===== src/rtl/shift_normalizer_if.sv =====
// Request/result bundle for the iterative shift normalizer.
// The requester holds the master side, the normalizer the slave side.
interface shift_normalizer_if #(
  parameter int WIDTH = 32,
  parameter int CNT_W = $clog2(WIDTH) + 1
);
  logic             start_in;
  logic             mode_in;
  logic [WIDTH-1:0] data_in;
  logic             busy_out;
  logic             done_out;
  logic [WIDTH-1:0] norm_out;
  logic [CNT_W-1:0] count_out;
  logic             zero_out;

  modport master (
    output start_in, mode_in, data_in,
    input  busy_out, done_out, norm_out, count_out, zero_out
  );

  modport slave (
    input  start_in, mode_in, data_in,
    output busy_out, done_out, norm_out, count_out, zero_out
  );
endinterface


===== src/rtl/shift_normalizer.sv =====
// Iterative normalizer: shifts the operand one bit per cycle until the MSB (left mode)
// or LSB (right mode) is set, reporting the shift count (CLZ / CTZ).
module shift_normalizer #(
  parameter int WIDTH = 32,
  parameter int CNT_W = $clog2(WIDTH) + 1
) (
  input  logic                 clk,
  input  logic                 rst_n,
  shift_normalizer_if.slave    bus
);

  typedef enum logic [1:0] {
    IDLE  = 2'd0,
    SHIFT = 2'd1,
    DONE  = 2'd2
  } state_t;

  state_t           state_reg,  state_next;
  logic [WIDTH-1:0] shift_reg,  shift_next;
  logic [CNT_W-1:0] cnt_reg,    cnt_next;
  logic             mode_reg,   mode_next;
  logic [WIDTH-1:0] norm_reg,   norm_next;
  logic [CNT_W-1:0] count_reg,  count_next;
  logic             zero_reg,   zero_next;
  logic             target_bit;

  always_ff @(posedge clk or negedge rst_n) begin
    if (!rst_n) begin
      state_reg <= IDLE;
      shift_reg <= '0;
      cnt_reg   <= '0;
      mode_reg  <= 1'b0;
      norm_reg  <= '0;
      count_reg <= '0;
      zero_reg  <= 1'b0;
    end else begin
      state_reg <= state_next;
      shift_reg <= shift_next;
      cnt_reg   <= cnt_next;
      mode_reg  <= mode_next;
      norm_reg  <= norm_next;
      count_reg <= count_next;
      zero_reg  <= zero_next;
    end
  end

  // Only the registered mode steers the shift; mode_in is ignored once accepted.
  assign target_bit = mode_reg ? shift_reg[0] : shift_reg[WIDTH-1];

  always_comb begin
    state_next = state_reg;
    shift_next = shift_reg;
    cnt_next   = cnt_reg;
    mode_next  = mode_reg;
    norm_next  = norm_reg;
    count_next = count_reg;
    zero_next  = zero_reg;

    case (state_reg)
      IDLE: begin
        if (bus.start_in) begin
          shift_next = bus.data_in;
          mode_next  = bus.mode_in;
          cnt_next   = '0;
          if (bus.data_in == '0) begin
            // Zero operand short-circuits straight to DONE with a full-width count.
            zero_next  = 1'b1;
            cnt_next   = CNT_W'(WIDTH);
            norm_next  = '0;
            count_next = CNT_W'(WIDTH);
            state_next = DONE;
          end else begin
            zero_next  = 1'b0;
            state_next = SHIFT;
          end
        end
      end

      SHIFT: begin
        if (target_bit) begin
          norm_next  = shift_reg;
          count_next = cnt_reg;
          state_next = DONE;
        end else begin
          shift_next = mode_reg ? (shift_reg >> 1) : (shift_reg << 1);
          cnt_next   = cnt_reg + CNT_W'(1);
        end
      end

      DONE: begin
        state_next = IDLE;
      end

      default: begin
        state_next = IDLE;
      end
    endcase
  end

  assign bus.busy_out  = (state_reg == SHIFT) || (state_reg == DONE);
  assign bus.done_out  = (state_reg == DONE);
  assign bus.norm_out  = norm_reg;
  assign bus.count_out = count_reg;
  assign bus.zero_out  = zero_reg;

endmodule


===== src/flat_wrapper.sv =====
// flat-port wrapper written by rule: the top's interface ports become plain ports
module shift_normalizer_flat 
#(
  parameter int WIDTH = 32,
  parameter int CNT_W = $clog2(WIDTH) + 1
)
  (clk, rst_n, bus_start_in, bus_mode_in, bus_data_in, bus_busy_out, bus_done_out, bus_norm_out, bus_count_out, bus_zero_out);
  shift_normalizer_if #(.WIDTH(WIDTH), .CNT_W(CNT_W)) bus_i ();
  input  logic clk;
  input  logic rst_n;
  input wire logic [$bits(bus_i.start_in)-1:0] bus_start_in;
  input wire logic [$bits(bus_i.mode_in)-1:0] bus_mode_in;
  input wire logic [$bits(bus_i.data_in)-1:0] bus_data_in;
  output wire logic [$bits(bus_i.busy_out)-1:0] bus_busy_out;
  output wire logic [$bits(bus_i.done_out)-1:0] bus_done_out;
  output wire logic [$bits(bus_i.norm_out)-1:0] bus_norm_out;
  output wire logic [$bits(bus_i.count_out)-1:0] bus_count_out;
  output wire logic [$bits(bus_i.zero_out)-1:0] bus_zero_out;
  assign bus_i.start_in = bus_start_in;
  assign bus_i.mode_in = bus_mode_in;
  assign bus_i.data_in = bus_data_in;
  assign bus_busy_out = bus_i.busy_out;
  assign bus_done_out = bus_i.done_out;
  assign bus_norm_out = bus_i.norm_out;
  assign bus_count_out = bus_i.count_out;
  assign bus_zero_out = bus_i.zero_out;
  shift_normalizer #(.WIDTH(WIDTH), .CNT_W(CNT_W)) u_core (.clk(clk), .rst_n(rst_n), .bus(bus_i));
endmodule

===== config.mk =====
export PLATFORM = sky130hd
export DESIGN_NAME = shift_normalizer_flat
export DESIGN_NICKNAME = d
export VERILOG_FILES = /design/src/rtl/shift_normalizer_if.sv /design/src/rtl/shift_normalizer.sv /design/src/flat_wrapper.sv
export SDC_FILE = /design/constraint.sdc
export NUM_CORES = 1
export LEC_CHECK = 0
export CORE_AREA = 4 4 120 122
export DETAILED_ROUTE_END_ITERATION = 10
export DIE_AREA = 0 0 124 126
export GPL_TIMING_DRIVEN = 0
export HOLD_SLACK_MARGIN = 0.06
export PLACE_DENSITY = 0.58
export SLEW_MARGIN = 5
export SYNTH_ARGS = -nofsm -noshare
export SYNTH_HDL_FRONTEND = slang
export SYNTH_SLANG_ARGS = --single-unit

===== constraint.sdc =====
create_clock -name clk -period 2.3 [get_ports clk]
set_clock_uncertainty 0.15 [all_clocks]
set_input_delay 0.23 -clock clk [delete_from_list [all_inputs] [get_ports clk]]
set_output_delay 0.23 -clock clk [all_outputs]
set_load 0.1 [all_outputs]

==> flow_summary_export.csv, run 1 <==
group,metric,value,unit
run_status,outcome,"finished clean",
worst_setup_path,ff2ff_path_depth,6,
layout,insertedDiodeCount,0,
floorplan,die_y,126,µm
logic_synthesis,synthTopCellsByCount,"o21ai_0, dfrtp_1, nand2_1",
layout,utilization,0.399,
worst_setup_path,setup.worst_path.end_class,"output port",
grt,grt_max_degree,50,
timing,hold_viol,0,
layout,final_nets,571,
drt,drt_iter0_markers,286,
layout,syn2layout_area_growth,33.5,%
logic_synthesis,syn_inst,441,
drt,first_pass_iters,5,
timing,slew-limit-headroom,0.338,
placement,finalWeightedCongestion,0.818,
timing,final_period_minus_worst_setup_slack,2.23,ns
grt,grt_pass1_vias,3508,
timing,fin_setup_tns,0,ns
drt,vias,3552,
worst_setup_path,reg2reg_to,"u_core.bus.norm_out[17]$_DFFE_PN0P_",
drt,viasPerCell,5.01,
floorplan,initial_core_util,0.299,
floorplan,rows,42,
clocking,htreeDepth,3,
worst_setup_path,crit_buf_inv,1,
clocking,cts_max_path_buffers,2,
worst_setup_path,cpPeakStageDelay,1.14,ns
worst_setup_path,cp-start-kind,"flop",
floorplan,dieArea,15600,µm²
power,power_leakage,2.16,nW
worst_setup_path,path_class,"reg2out",
worst_setup_path,crit_fanout,2,
placement,placed_area,4940,µm²
logic_synthesis,yosys-top-cells-area,"dfrtp_1, o21ai_0, mux2i_1",
logic_synthesis,synth_cell_type_count,36,
logic_synthesis,yosys.area.top_type,"dfrtp_1",
logic_synthesis,netlist.area_leader.share,0.508,
drt,drc,0,
grt,grt-ovfl-total,0,
worst_setup_path,ff2ff_setup_slack,0.19,ns
logic_synthesis,ys.flop_type,"dfrtp_1",
logic_synthesis,yosysWarnings,0,
logic_synthesis,yosysMostFrequentCell,"o21ai_0",
worst_setup_path,critical_path_arrival,1.85,ns
timing,slew_violations,0,
clocking,cts_sinks,80,
power,ir_drop,0.000330,V
logic_synthesis,syn_area,3940,µm²
worst_setup_path,cp_cell_sequence,"clkdlybuf4s50_1",
grt,antenna_found_initial,0,
job,timing.max_cap.violations,0,
worst_setup_path,r2r-start,"u_core.state_reg[1]$_DFFE_PN0P_",
logic_synthesis,synth_edf_count,0,
layout,finish.instance_area,5260,µm²
logic_synthesis,syn_area_per_cell,8.93,µm²
placement,io_buffers,76,
placement,place_inst,694,
floorplan,die_x,124,µm
drt,ant_nets,0,
power,power_density,527,nW/µm²
drt,wl_per_cell,16.4,µm
placement,dp_hpwl,8480,µm
logic_synthesis,yosys_register_bits,80,
timing,worst_pin_slew,0.990,ns
layout,fin_cells,709,
worst_setup_path,crit_family,"buffers and inverters",
clocking,cts_tree,"done",
worst_setup_path,cp_slowest_cell,"clkdlybuf4s50_1",
timing,setup_viol,0,
layout,drive_above_1_share,0.0957,
clocking,insertion_delay,0.34,ns
clocking,cts_root_buffer,"clkbuf_16",
timing,fmax,448,MHz
logic_synthesis,syn_nets,481,
grt,grt_util_all_layers,0.154,
logic_synthesis,synthArstFlopShare,1.00,
floorplan,core-area,13200,µm²
logic_synthesis,synth-seq-area-share,0.508,
grt,grt_pass1_wl,18900,µm
hold_path,worstHoldPathType,"in2async",
timing,min_period_over_period,0.970,
clocking,cts.clk_slew.worst_paths,0.06,ns
clocking,cts_made_buffers,9,
worst_setup_path,cp.required,1.92,ns
drt,routed_wl,11600,µm
floorplan,ioPinCount,77,
layout by cell type (no fill, tap or decap), types with 2 or more instances in the layout:
cell type and n:
dfrtp_1 80, buf_2 7, nor4_1 5, clkbuf_2 9, clkdlybuf4s50_1 73, ha_2 2, nand4_1 3, inv_1 4
nand2_1 74, mux2i_1 31, clkbuf_1 12, buf_4 5, clkbuf_16 9, xor2_1 2, o21ai_1 26, a21oi_1 32
mux2_2 2, nand3_1 2, nor2_1 39, buf_6 4, nor4_2 2, o21ai_0 82, clkbuf_4 2, ha_1 2
clkinv_2 2
routing by layer:
metal,vias to the layer above,part of all wire,track usage
met4,0,0.030,0.0670
met3,25,0.047,0.0318
met2,98,0.48,0.236
li1,1710,-,-
met5,-,0,0
met1,1719,0.45,0.209
final cells by class:
| type | instances | area, µm² |
|---|---|---|
| Buffer | 34 | 191 |
| Clock buffer | 11 | 233 |
| Clock inverter | 2 | 10.0 |
| Fill cell | 1304 | 7930 |
| Inverter | 4 | 15.0 |
| Multi-Input combinational cell | 322 | 1780 |
| Sequential cell | 80 | 2000 |
| Tap cell | 176 | 220 |
| Timing Repair Buffer | 80 | 805 |
power breakdown:
| part | internal (mW) | total [mW] | switching [mW] |
|---|---|---|---|
| sequential | 1.41 | 1.41 | 0 |
| clock | 0.709 | 1.24 | 0.532 |
| combinational | 0.0610 | 0.119 | 0.0583 |
| total | 2.18 | 2.77 | 0.591 |
worst max-delay path by stage:
stage                                              from                                   to  slack, ns  cells after the start
global placement                                  rst_n  u_core.bus.norm_out[27]$_DFFE_PN0P_      -2.10                      1
finish              u_core.bus.norm_out[17]$_DFFE_PN0P_                     bus_norm_out[17]       0.07                      1
global route            u_core.state_reg[0]$_DFFE_PN0P_  u_core.bus.norm_out[10]$_DFFE_PN0P_     -0.004                      9
CTS                                     bus_data_in[13]  u_core.bus.norm_out[12]$_DFFE_PN0P_     0.0003                      8
detailed placement                      bus_data_in[23]  u_core.bus.norm_out[14]$_DFFE_PN0P_      -0.48                      8
floorplan               u_core.state_reg[0]$_DFFE_PN0P_  u_core.bus.count_out[5]$_DFFE_PN0P_       0.31                      8
cell families after synthesis:
| logic type | Yosys count | share of synthesized area |
|---|---|---|
| flops | 80 | 0.508 |
| xor+xnor | 3 | 0.00667 |
| mux | 34 | 0.0883 |
| fa+ha+maj | 4 | 0.0127 |
| buf+inv | 39 | 0.0496 |
| compound gates | 149 | 0.197 |
| simple gates | 132 | 0.137 |
timing repair:
action                                 4_1_cts  5_1_grt
hold buffers                                 1        0
setup buffers                                0        2
cloned                                       0        0
gates resized for setup                      7       30
endpoints found under the hold margin       31        0
pin swaps                                    0        2
setup endpoints to repair                   56       67
metrics by stage:
step	power, mW	hold slack (ns)	worst slack, ns
2_1_floorplan	1.44	-0.216	0.310
3_3_place_gp	1.54	0.326	-2.10
3_5_place_dp	1.55	0.0636	-0.483
4_1_cts	2.80	0.244	0.000310
5_1_grt	2.86	0.296	-0.00394
6_report	2.77	0.243	0.0695
Power figures use the tool's default switching activity.
==> inputs of run 2 (changes only) <==
- SKIP_CTS_REPAIR_TIMING: default -> 1
==> flow_summary_export.csv, run 2 (synthesis gave the netlist of run 1 again) <==
group,metric,value,unit
run_status,outcome,"finished clean",
power,power.share.switching,0.213,
power,p_comb_frac,0.042,
hold_path,worstHoldPathType,"in2async",
timing,setup_ws,0.0519,ns
clocking,cts_sinks,80,
floorplan,die_y,126,µm
clocking,insertion_delay,0.33,ns
layout,insertedDiodeCount,0,
timing,hold_viol,0,
power,finalPower,2.77,mW
layout,multiInputGateArea,1770,µm²
drt,drt_iter0_markers,285,
layout,syn2layout_area_growth,33.0,%
floorplan,die_x,124,µm
layout,drive_above_1_share,0.0866,
layout,layout_common_cells,"o21ai_0, dfrtp_1, nand2_1",
floorplan,initial_core_util,0.299,
placement,finalWeightedCongestion,0.818,
timing,slew-limit-headroom,0.338,
grt,antenna_found_initial,0,
grt,grt_pass1_wl,18900,µm
drt,vias,3549,
power,pwr-share-seq,0.509,
timing,final_period_minus_worst_setup_slack,2.25,ns
timing,fmax,445,MHz
drt,met2_length,5580,µm
grt,grt-ovfl-total,0,
drt,wl_met3,437,µm
drt,first_pass_iters,4,
job,timing.max_cap.violations,0,
floorplan,rows,42,
clocking,cts_max_path_buffers,2,
worst_setup_path,cp-start-kind,"input port",
timing,worst_pin_slew,0.991,ns
placement,io_buffers,76,
worst_setup_path,crit_fanout,10,
drt,wl_per_cell,16.4,µm
power,switchingPower,591,µW
drt,drc,0,
layout,fill_cells,1303,
floorplan,dieArea,15600,µm²
timing,min_period_over_period,0.977,
timing,slew_violations,0,
placement,pre_cts_ws,-0.483,ns
clocking,cts_root_buffer,"clkbuf_16",
drt,highest_layer,"met4",
layout,final_common_cell,"o21ai_0",
grt,grt_util_all_layers,0.154,
clocking,htreeDepth,3,
floorplan,core-area,13200,µm²
timing,rsz0062_at_grt,"true",
worst_setup_path,ff2ff_setup_slack,0.17,ns
floorplan,ioPinCount,77,
power,p_int,2.18,mW
power,power_density,529,nW/µm²
timing,setup_viol,0,
clocking,cts.clk_slew.worst_paths,0.06,ns
worst_setup_path,critical_path_arrival,2.31,ns
placement,dp_hpwl,8480,µm
clocking,cts_made_buffers,9,
layout,final_nets,569,
drt,ant_nets,0,
layout,seqCellArea,2000,µm²
power,clkPwrFrac,0.449,
power,ir_drop,0.000326,V
timing,fin_setup_tns,0,ns
power,power_leakage,2.16,nW
worst_setup_path,path_class,"in2reg",
worst_setup_path,cp.required,2.36,ns
drt,drt-met1-wl,5230,µm
drt,routed_wl,11600,µm
worst_setup_path,setup.worst_path.end_class,"flop",
drt,viasPerCell,5.02,
grt,grt_max_degree,50,
clocking,cts_tree,"done",
grt,grt_pass1_vias,3512,
run 2: changes by cell type in the layout (fill, tap and decap cells not counted), sizes merged:
cell,change
buf,-3
dlygate4sd2,-1
dlymetal6s2s,+2
run 2: path summary, 6_finish.rpt:
kind	from	to	cells past startpoint
min reg2reg	u_core.bus.zero_out$_DFFE_PN0P_	u_core.bus.zero_out$_DFFE_PN0P_	2
max reg2reg	u_core.state_reg[1]$_DFFE_PN0P_	u_core.bus.norm_out[16]$_DFFE_PN0P_	6
max in group asynchronous	rst_n	u_core.shift_reg[0]$_DFFE_PN0P_	3
max	bus_data_in[23]	u_core.bus.norm_out[11]$_DFFE_PN0P_	8
min in group clk	u_core.bus.zero_out$_DFFE_PN0P_	u_core.bus.zero_out$_DFFE_PN0P_	2
min	rst_n	u_core.bus.norm_out[11]$_DFFE_PN0P_	2
run 2: power by group through the flow:
stage          logic (mW)  registers (mW)  clock network, mW
2_1_floorplan     0.00262            1.43                  0
3_3_place_gp        0.111            1.43                  0
3_5_place_dp        0.116            1.43                  0
4_1_cts             0.116            1.41               1.27
5_1_grt             0.126            1.41               1.32
6_report            0.117            1.41               1.24
run 2: cell type report:
| class | count | area share |
|---|---|---|
| sequential | 80 | 0.382 |
| inverter | 4 | 0.00287 |
| buffer | 34 | 0.0359 |
| clock buffer | 11 | 0.0445 |
| clock inverter | 2 | 0.00191 |
| tap | 176 | 0.0421 |
| timing repair buffer | 78 | 0.153 |
| multi-input combinational | 322 | 0.337 |
run 2: metrics by stage:
| stage | instances | area, µm² | utilization | hold slack [ns] |
|---|---|---|---|---|
| after detailed placement | 694 | 4940 | 0.375 | 0.0636 |
| after floorplan | 441 | 3940 | - | -0.216 |
| after global routing | 707 | 5240 | 0.397 | 0.296 |
| after CTS | 707 | 5190 | 0.393 | -0.298 |
| final | 707 | 5240 | 0.397 | 0.246 |
| after global placement | 693 | 4920 | 0.373 | 0.326 |
run 2: routing by layer:
metal,track usage,vias to the layer above
met3,0.0318,23
met1,0.208,1740
met4,0.0670,0
met5,0,-
li1,-,1704
met2,0.237,82
run 2: critical path: stages:
cell	delay [ns]
clkdlybuf4s50_1	0.46
nor4_2	0.37
nand4_1	0.23
o21a_1	0.25
clkbuf_1	0.22
buf_2	0.26
o21ai_0	0.17
o21ai_0	0.11
